==> src/rtl/uncached_write_buffer.sv <==
// uncached_write_buffer: FIFO of uncached stores drained as single-beat AXI writes.
// Revision: 1.0
`default_nettype none

module uncached_write_buffer #(
  parameter int DEPTH = 4,
  parameter int CW    = 3
) (
  input  logic        aclk,
  input  logic        aresetn,
  input  logic        wb_push_valid,
  output logic        wb_push_ready,
  input  logic [31:0] wb_push_addr,
  input  logic [31:0] wb_push_data,
  input  logic [3:0]  wb_push_strb,
  input  logic [2:0]  wb_push_size,
  output logic [31:0] awaddr,
  output logic [7:0]  awlen,
  output logic [2:0]  awsize,
  output logic        awvalid,
  input  logic        awready,
  output logic [31:0] wdata,
  output logic [3:0]  wstrb,
  output logic        wlast,
  output logic        wvalid,
  input  logic        wready,
  input  logic        bvalid,
  output logic        bready,
  input  logic [31:0] rd_check_addr,
  output logic        rd_conflict,
  output logic        wb_empty,
  output logic        wb_full,
  output logic [CW-1:0] wb_count
);

  localparam int AW = (DEPTH > 1) ? $clog2(DEPTH) : 1;

  typedef enum logic [1:0] {IDLE = 2'd0, SEND = 2'd1, RESP = 2'd2} state_t;

  state_t          state;
  logic [31:0]     addr_q [DEPTH];
  logic [31:0]     data_q [DEPTH];
  logic [3:0]      strb_q [DEPTH];
  logic [2:0]      size_q [DEPTH];
  logic [DEPTH-1:0] valid;
  logic [AW-1:0]   wr_ptr, rd_ptr;
  logic [CW-1:0]   count, count_nxt;
  logic            aw_done, w_done;
  logic            push, pop, aw_hs, w_hs;
  logic            unused_bits;

  assign wb_full       = (count == CW'(DEPTH));
  assign wb_empty      = (count == '0);
  assign wb_count      = count;
  assign wb_push_ready = !wb_full;

  assign push      = wb_push_valid && wb_push_ready;
  assign pop       = bvalid && bready;
  assign count_nxt = count + CW'(push) - CW'(pop);

  assign awvalid = (state == SEND) && !aw_done;
  assign wvalid  = (state == SEND) && !w_done;
  assign bready  = (state == RESP);
  assign aw_hs   = awvalid && awready;
  assign w_hs    = wvalid && wready;

  // Head entry is held until the response pops it, so channel payloads stay stable.
  assign awaddr = addr_q[rd_ptr];
  assign awsize = size_q[rd_ptr];
  assign awlen  = 8'd0;
  assign wdata  = data_q[rd_ptr];
  assign wstrb  = strb_q[rd_ptr];
  assign wlast  = 1'b1;

  assign unused_bits = ^rd_check_addr[1:0];

  always_ff @(posedge aclk) begin
    if (push) begin
      addr_q[wr_ptr] <= wb_push_addr;
      data_q[wr_ptr] <= wb_push_data;
      strb_q[wr_ptr] <= wb_push_strb;
      size_q[wr_ptr] <= wb_push_size;
    end
  end

  always_ff @(posedge aclk) begin
    if (!aresetn) begin
      state   <= IDLE;
      wr_ptr  <= '0;
      rd_ptr  <= '0;
      count   <= '0;
      valid   <= '0;
      aw_done <= 1'b0;
      w_done  <= 1'b0;
    end else begin
      if (push) begin
        wr_ptr        <= wr_ptr + 1'b1;
        valid[wr_ptr] <= 1'b1;
      end
      if (pop) begin
        rd_ptr        <= rd_ptr + 1'b1;
        valid[rd_ptr] <= 1'b0;
      end
      count <= count_nxt;
      case (state)
        IDLE: if (count != '0 || push) state <= SEND;
        SEND: begin
          if ((aw_done || aw_hs) && (w_done || w_hs)) begin
            state   <= RESP;
            aw_done <= 1'b0;
            w_done  <= 1'b0;
          end else begin
            if (aw_hs) aw_done <= 1'b1;
            if (w_hs)  w_done  <= 1'b1;
          end
        end
        RESP: if (bvalid) state <= (count_nxt != '0) ? SEND : IDLE;
        default: state <= IDLE;
      endcase
    end
  end

  always_comb begin
    rd_conflict = 1'b0;
    for (int i = 0; i < DEPTH; i++) begin
      if (valid[i] && (addr_q[i][31:2] == rd_check_addr[31:2])) rd_conflict = 1'b1;
    end
  end

endmodule

`default_nettype wire

==> config.mk <==
export PLATFORM = sky130hd
export DESIGN_NAME = uncached_write_buffer
export DESIGN_NICKNAME = d
export VERILOG_FILES = /design/src/rtl/uncached_write_buffer.sv
export SDC_FILE = /design/constraint.sdc
export NUM_CORES = 1
export LEC_CHECK = 0
export CORE_MARGIN = 10
export CORE_UTILIZATION = 54
export DETAILED_ROUTE_END_ITERATION = 12
export PLACE_DENSITY = 0.86
export SYNTH_ARGS = -nofsm -noshare
export SYNTH_HDL_FRONTEND = slang
export SYNTH_SLANG_ARGS = --single-unit
==> constraint.sdc <==
create_clock -name aclk -period 3.1 [get_ports aclk]
set_input_delay 0.31 -clock aclk [delete_from_list [all_inputs] [get_ports aclk]]
set_output_delay 0.31 -clock aclk [all_outputs]
set_load 0.01 [all_outputs]
==> results of run 1 <==
[kinds of logic after synthesis]
group | synth area share, %
flip-flops | 70.68
XOR/XNOR | 8.655
AND/OR/NAND/NOR | 3.719
multiplexers | 12.74
buffers and inverters | 2.313
AO/OA/AOI/OAI | 0.6780
adder cells (fa/ha/maj) | 1.157
other | 0.05985
[report_power, final]
part	switching, mW	total [mW]	internal (mW)
Clock	1.39	3.37	1.97
Sequential	0.197	5.18	4.98
Combinational	0.955	1.94	0.989
Total	2.55	10.5	7.95
[per-stage QoR]
step | power [mW] | instances | instance area (µm²) | hold slack [ps] | util [%]
3_5_place_dp | 7.220 | 1138 | 14840 | 497.8 | 65.17
3_3_place_gp | 7.172 | 1138 | 14840 | 484.7 | 65.17
4_1_cts | 10.59 | 1191 | 15770 | 379.6 | 69.21
2_1_floorplan | 6.168 | 664 | 12570 | 408.9 | -
6_report | 10.49 | 1192 | 15770 | 400.4 | 69.22
5_1_grt | 10.90 | 1192 | 15770 | 401.2 | 69.22
[layout by cell type, fill, tap and decap left out, drive strengths merged]
master           n
nand2            8
o211a            4
buf             17
xor2            45
mux4            71
nor3b            1
nand4           25
nand2b           1
nor4            18
clkinv          14
nor2            10
fa               1
conb             9
and2             8
diode            1
a21oi            8
ha              10
dfxtp           17
clkdlybuf4s50  187
edfxtp         284
o21ai            1
inv             11
xnor2           79
and3             4
clkbuf          37
nor2b            3
bufinv           2
nor3             3
[worst max-delay path by stage]
stage / from / end / cells after the start
after global placement: rd_check_addr[3] / rd_conflict / 7
after detailed placement: rd_check_addr[9] / rd_conflict / 7
after CTS: addr_q[1][9] / rd_conflict / 6
final: addr_q[1][9] / rd_conflict / 6
after global routing: addr_q[1][3] / rd_conflict / 6
after floorplan: wb_count[1] / addr_q[0][0] / 3
[state kept, by name, indices dropped and copies added, names as in the netlist, named ones only]
register,cells
state,2
aw_done,1
wb_count,3
wr_ptr,2
rd_ptr,2
addr_q,128
valid,4
size_q,12
data_q,128
w_done,1
strb_q,16
[per-layer routing]
metal  GRT usage [%]  part of all wire [%]
met1           24.48                    38
met2           31.47                    49
met3           6.088                    10
met4           5.247                   2.3
met5               0                  0.12
[final cells by class]
| type | instances | area (µm²) |
|---|---|---|
| flip-flops and latches | 301 | 8876 |
| fillers | 1436 | 7010 |
| multi-input cells | 309 | 3436 |
| repair buffers | 204 | 2100 |
| clock buffers | 37 | 798.3 |
| well taps | 313 | 391.6 |
| clock inverters | 16 | 122.6 |
| inverters | 11 | 41.29 |
| diodes | 1 | 2.502 |
==> flow_metrics.tcl, run 1 <==
set metrics [dict create \
    status "complete, no violations" \
    cts_num_sinks 301 \
    crit_buf_inv 1 \
    place_hpwl_um 20260 \
    crit_arrival_ps 2700 \
    synthesis.area_um2 12550 \
    cts_max_path_buffers 3 \
    place_ws_ps 260.4 \
    yosysMostFrequentCell "edfxtp_1" \
    irDropWorstVdd_mv 0.5322 \
    io_buffer_count 187 \
    finalSetupTns_ps 0 \
    async_reset_ff_share_pct 0 \
    drtPass1Iterations 5 \
    totalWireLength_um 28710 \
    slowest_delay_ps 550 \
    crit_fanout 2 \
    fmax_mhz 331.7 \
    clkSlewWorstSetupHoldPaths_ps 60 \
    cts_hold_buf 0 \
    die-area_um2 29740 \
    yosysWarnings 0 \
    h-tree-depth 1 \
    cp_cell_sequence "xnor2_1 -> nand4_1 -> nor4_1 -> nand4_1 -> nand4_1 -> clkdlybuf4s50_1" \
    cts_resized 0 \
    synth_top_cells_by_count "edfxtp_1, xnor2_1, mux4_2" \
    ys_types 29 \
    grt_overflow 0 \
    gr-usage-all-layers_pct 19.28 \
    drive_gt1_share_pct 15.49 \
    required_ps 2790 \
    fin_crit_ps 3015 \
    syn_to_final_growth_pct 25.66 \
    power.leakage_nw 5.077 \
    vias_per_cell 5.617 \
    antenna_found_initial 4 \
    setup_slack_ps 85.49 \
    grt_pass1_vias 7089 \
    cts_tree "yes" \
    die_x_um 172.4 \
    min_path_cells 1 \
    holdCritPathClass "input pin to register" \
    start_util_pct 55.09 \
    startpoint_type "register" \
    synth-seq-area-share_pct 70.68 \
    num_rows 55 \
    min_period_over_period_pct 97.24 \
    powerDensity_nw_per_um2 665.4 \
    cts-root-buf "clkbuf_16" \
    synth_area_leaders "edfxtp_1, mux4_2, xnor2_1, xor2_1, dfxtp_1" \
    setup_violations 0 \
    rsz0062_at_grt "no" \
    synth_top_area_cell "edfxtp_1" \
    r2r-end "state[0]" \
    insertion_delay_ps 540 \
    r2r_start "wb_count[1]" \
    final_max_slew_viol_count 0 \
    hold_end "data_q[3][28]" \
    vias 6696 \
    critPathKind "register to output port" \
    nNetsFinal 977 \
    synth-edff-count 284 \
    syn_area_per_cell_um2 19.10 \
    cts_setup_buffers 0 \
    reg2reg_depth 12 \
    slowest_stage "clkdlybuf4s50_1" \
    grt_pass1_wl_um 42970 \
    worstHoldStart "wb_push_data[28]" \
    place_congestion 0.8777 \
    detail_route.wl_per_cell_um 24.08 \
    drv_cap 0 \
    synth_ff_type "edfxtp_1" \
    synth-seq-cells 301 \
    crit_family "simple AND/OR/NAND/NOR gates" \
    grt_max_degree 39 \
    crit_top_cell "nand4_1" \
    end_kind "output port" \
    r2r_slack_ps 440 \
    synth_top_area_share_pct 67.96 \
    slew_headroom_pct 58.65 \
    drc_errors 0 \
    skew_ps 7.663 \
    io_pins 199 \
    tightest_slew_ps 620.2 \
    numCtsBuffers 30 \
    fp.coreArea_um2 22780 \
    finalHoldViolations 0 \
    drtAntennaViolNets 0 \
    die-height_um 172.4 \
    drt_iter0_markers 520 \
    synthCells 657 \
]
No activity file was read; power rests on OpenSTA's default activity.
==> run 2: changes to the inputs <==
--- a/config.mk
+++ b/config.mk
@@ -5,10 +5,11 @@
 export SDC_FILE = /design/constraint.sdc
 export NUM_CORES = 1
 export LEC_CHECK = 0
+export ABC_AREA = 1
 export CORE_MARGIN = 10
-export CORE_UTILIZATION = 54
+export CORE_UTILIZATION = 55
 export DETAILED_ROUTE_END_ITERATION = 12
-export PLACE_DENSITY = 0.86
+export PLACE_DENSITY = 0.87
 export SYNTH_ARGS = -nofsm -noshare
 export SYNTH_HDL_FRONTEND = slang
 export SYNTH_SLANG_ARGS = --single-unit
==> run 2 against run 1 <==
Against the previous run:
- cell count increased by 59%
- largest power group unchanged
- critical endpoint is now wdata[25]
- wire length is 27% higher
- via count grew 54%
- synthesized cell count is 110% higher
- critical path type unchanged
==> flow_metrics.tcl, run 2 <==
set metrics [dict create \
    status "complete, no violations" \
    crit_arrival_ps 2570 \
    async_reset_ff_share_pct 0 \
    tightest_slew_ps 663.0 \
    grt_use_met2_pct 38.48 \
    synthCells 1355 \
    critPathKind "register to output port" \
    grt_pass1_vias 10160 \
    syn_to_final_growth_pct 23.15 \
    layout_common_cells "nand2_1, edfxtp_1, clkdlybuf4s50_1, nor2_1, o21ai_0" \
    grt_pass1_wl_um 55630 \
    place_congestion 1.001 \
    slowest_delay_ps 640 \
    fp.coreArea_um2 24250 \
    power.leakage_nw 6.647 \
    num_rows 57 \
    crit_buf_inv 3 \
    rsz0062_at_grt "no" \
    cp_cell_sequence "inv_6 -> buf_12 -> o21ai_0 -> o22ai_1 -> clkdlybuf4s50_1" \
    dpl_cell_area_um2 15760 \
    grt_overflow 0 \
    drtPass1Iterations 5 \
    cts_tree "yes" \
    gr-usage-all-layers_pct 22.52 \
    irDropWorstVdd_mv 0.6840 \
    synth_top_cells_by_count "nand2_1, edfxtp_1, nor2_1" \
    synth_ff_type "edfxtp_1" \
    slew_headroom_pct 55.80 \
    vias 10340 \
    synth_top_area_cell "edfxtp_1" \
    nNetsFinal 1664 \
    start_util_pct 55.80 \
    final_max_slew_viol_count 0 \
    synth_area_leaders "edfxtp_1, nand2_1, o21ai_0, nor2_1, inv_1" \
    slowest_stage "clkdlybuf4s50_1" \
    grtUsageMet1_pct 27.33 \
    finalPower_mw 10.52 \
    busiest_layer "met2" \
    drc_errors 0 \
    required_ps 2790 \
    drtAntennaViolNets 0 \
    synthesis.area_um2 13530 \
    top_regs "addr_q x128, data_q x128, strb_q x16" \
    cts-root-buf "clkbuf_16" \
    cts_max_path_buffers 3 \
    final_common_cell "nand2_1" \
    h-tree-depth 1 \
    fmax_mhz 346.9 \
    dp_cells 1836 \
    multi_input_area_um2 3860 \
    clkSlewWorstSetupHoldPaths_ps 60 \
    startpoint_type "register" \
    synth-seq-area-share_pct 65.54 \
    yosysWarnings 0 \
    synth-seq-cells 301 \
    crit_fanout 65 \
    end_kind "output port" \
    skew_ps 11.39 \
    place_hpwl_um 24580 \
    final_cell_area_um2 16660 \
    grt_use_met3_pct 6.401 \
    drt_iter0_markers 1106 \
    crit_family "buffers and inverters" \
    antenna_found_initial 3 \
    fin_cells 1892 \
    io_buffer_count 187 \
    finalSetupTns_ps 0 \
    seq_area_um2 8872 \
    powerDensity_nw_per_um2 631.5 \
    synth_top_area_share_pct 63.02 \
    cts_setup_buffers 0 \
    grt_max_degree 115 \
    drv_cap 0 \
    numCtsBuffers 30 \
    cts_hold_buf 0 \
    fillers 1761 \
    yosysMostFrequentCell "nand2_1" \
    detail_route.wl_per_cell_um 19.25 \
    vias_per_cell 5.467 \
    cts_num_sinks 301 \
    finalHoldViolations 0 \
    die_x_um 176.9 \
    holdCritPathClass "input pin to register" \
    io_pins 199 \
    synth-edff-count 284 \
    syn_area_per_cell_um2 9.987 \
    totalWireLength_um 36430 \
    setup_violations 0 \
    fin_worst_hold_slack_ps 387.6 \
    min_period_over_period_pct 92.99 \
    drive_gt1_share_pct 5.935 \
    ys_types 26 \
    fin_crit_ps 2883 \
    die-area_um2 31280 \
    die-height_um 176.9 \
    insertion_delay_ps 550 \
]
-- run 2: path summary, 6_finish.rpt --
kind / startpoint / slack (ps) / end / cells after the start
worst max-delay path: register / 220 / wdata[25] / 5
worst max register to register: wb_count[1] / 740 / state[0] / 11
worst min-delay path: wb_push_addr[22] / 390 / addr_q[1][22] / 1
worst min register to register: wr_ptr[1] / 550 / wr_ptr[1] / 2
-- run 2: cell type report --
| class | instances | area share [%] |
|---|---|---|
| clock buffer | 42 | 5.023 |
| inverter | 152 | 3.454 |
| sequential | 301 | 53.24 |
| clock inverter | 13 | 0.4054 |
| antenna | 1 | 0.01502 |
| multi-input combinational | 854 | 23.16 |
| timing repair buffer | 205 | 12.27 |
| tap | 324 | 2.433 |
-- run 2: logic make-up (layout without fill, tap and decap cells) --
| family | Yosys count | count (layout) | synth area share (%) |
|---|---|---|---|
| AND/OR/NAND/NOR | 529 | 529 | 14.89 |
| AO/OA/AOI/OAI | 290 | 290 | 11.12 |
| buffers and inverters | 207 | 412 | 6.352 |
| flip-flops | 301 | 301 | 65.54 |
| XOR/XNOR | 15 | 15 | 0.9708 |
| other | 2 | 10 | 0.05550 |
| adder cells (fa/ha/maj) | 11 | 11 | 1.073 |
-- run 2: layer usage --
| layer | vias up | share of wire, % |
|---|---|---|
| met4 | 4 | 2.7 |
| met2 | 522 | 48 |
| met3 | 64 | 11 |
| met1 | 4846 | 38 |
| li1 | 4908 | - |
| met5 | - | 0.091 |
-- run 2: where the power goes --
part | leakage (nW) | switching [mW] | internal [mW] | total (mW)
Clock | 0.446 | 1.45 | 1.87 | 3.33
Sequential | 2.74 | 0.188 | 4.97 | 5.16
Combinational | 3.46 | 1.19 | 0.847 | 2.04
-- run 2: repair_timing --
action / 4_1_cts / 5_1_grt
hold endpoints to repair: 0 / 0
endpoints found under the setup margin: 0 / 4
resized for setup: 0 / 1
-- run 2: through the flow --
stage	utilization, %	setup slack (ps)
2_1_floorplan	-	-1170
3_3_place_gp	64.97	477.7
3_5_place_dp	64.97	470.8
4_1_cts	68.70	46.98
5_1_grt	68.72	66.13
6_report	68.73	217.4
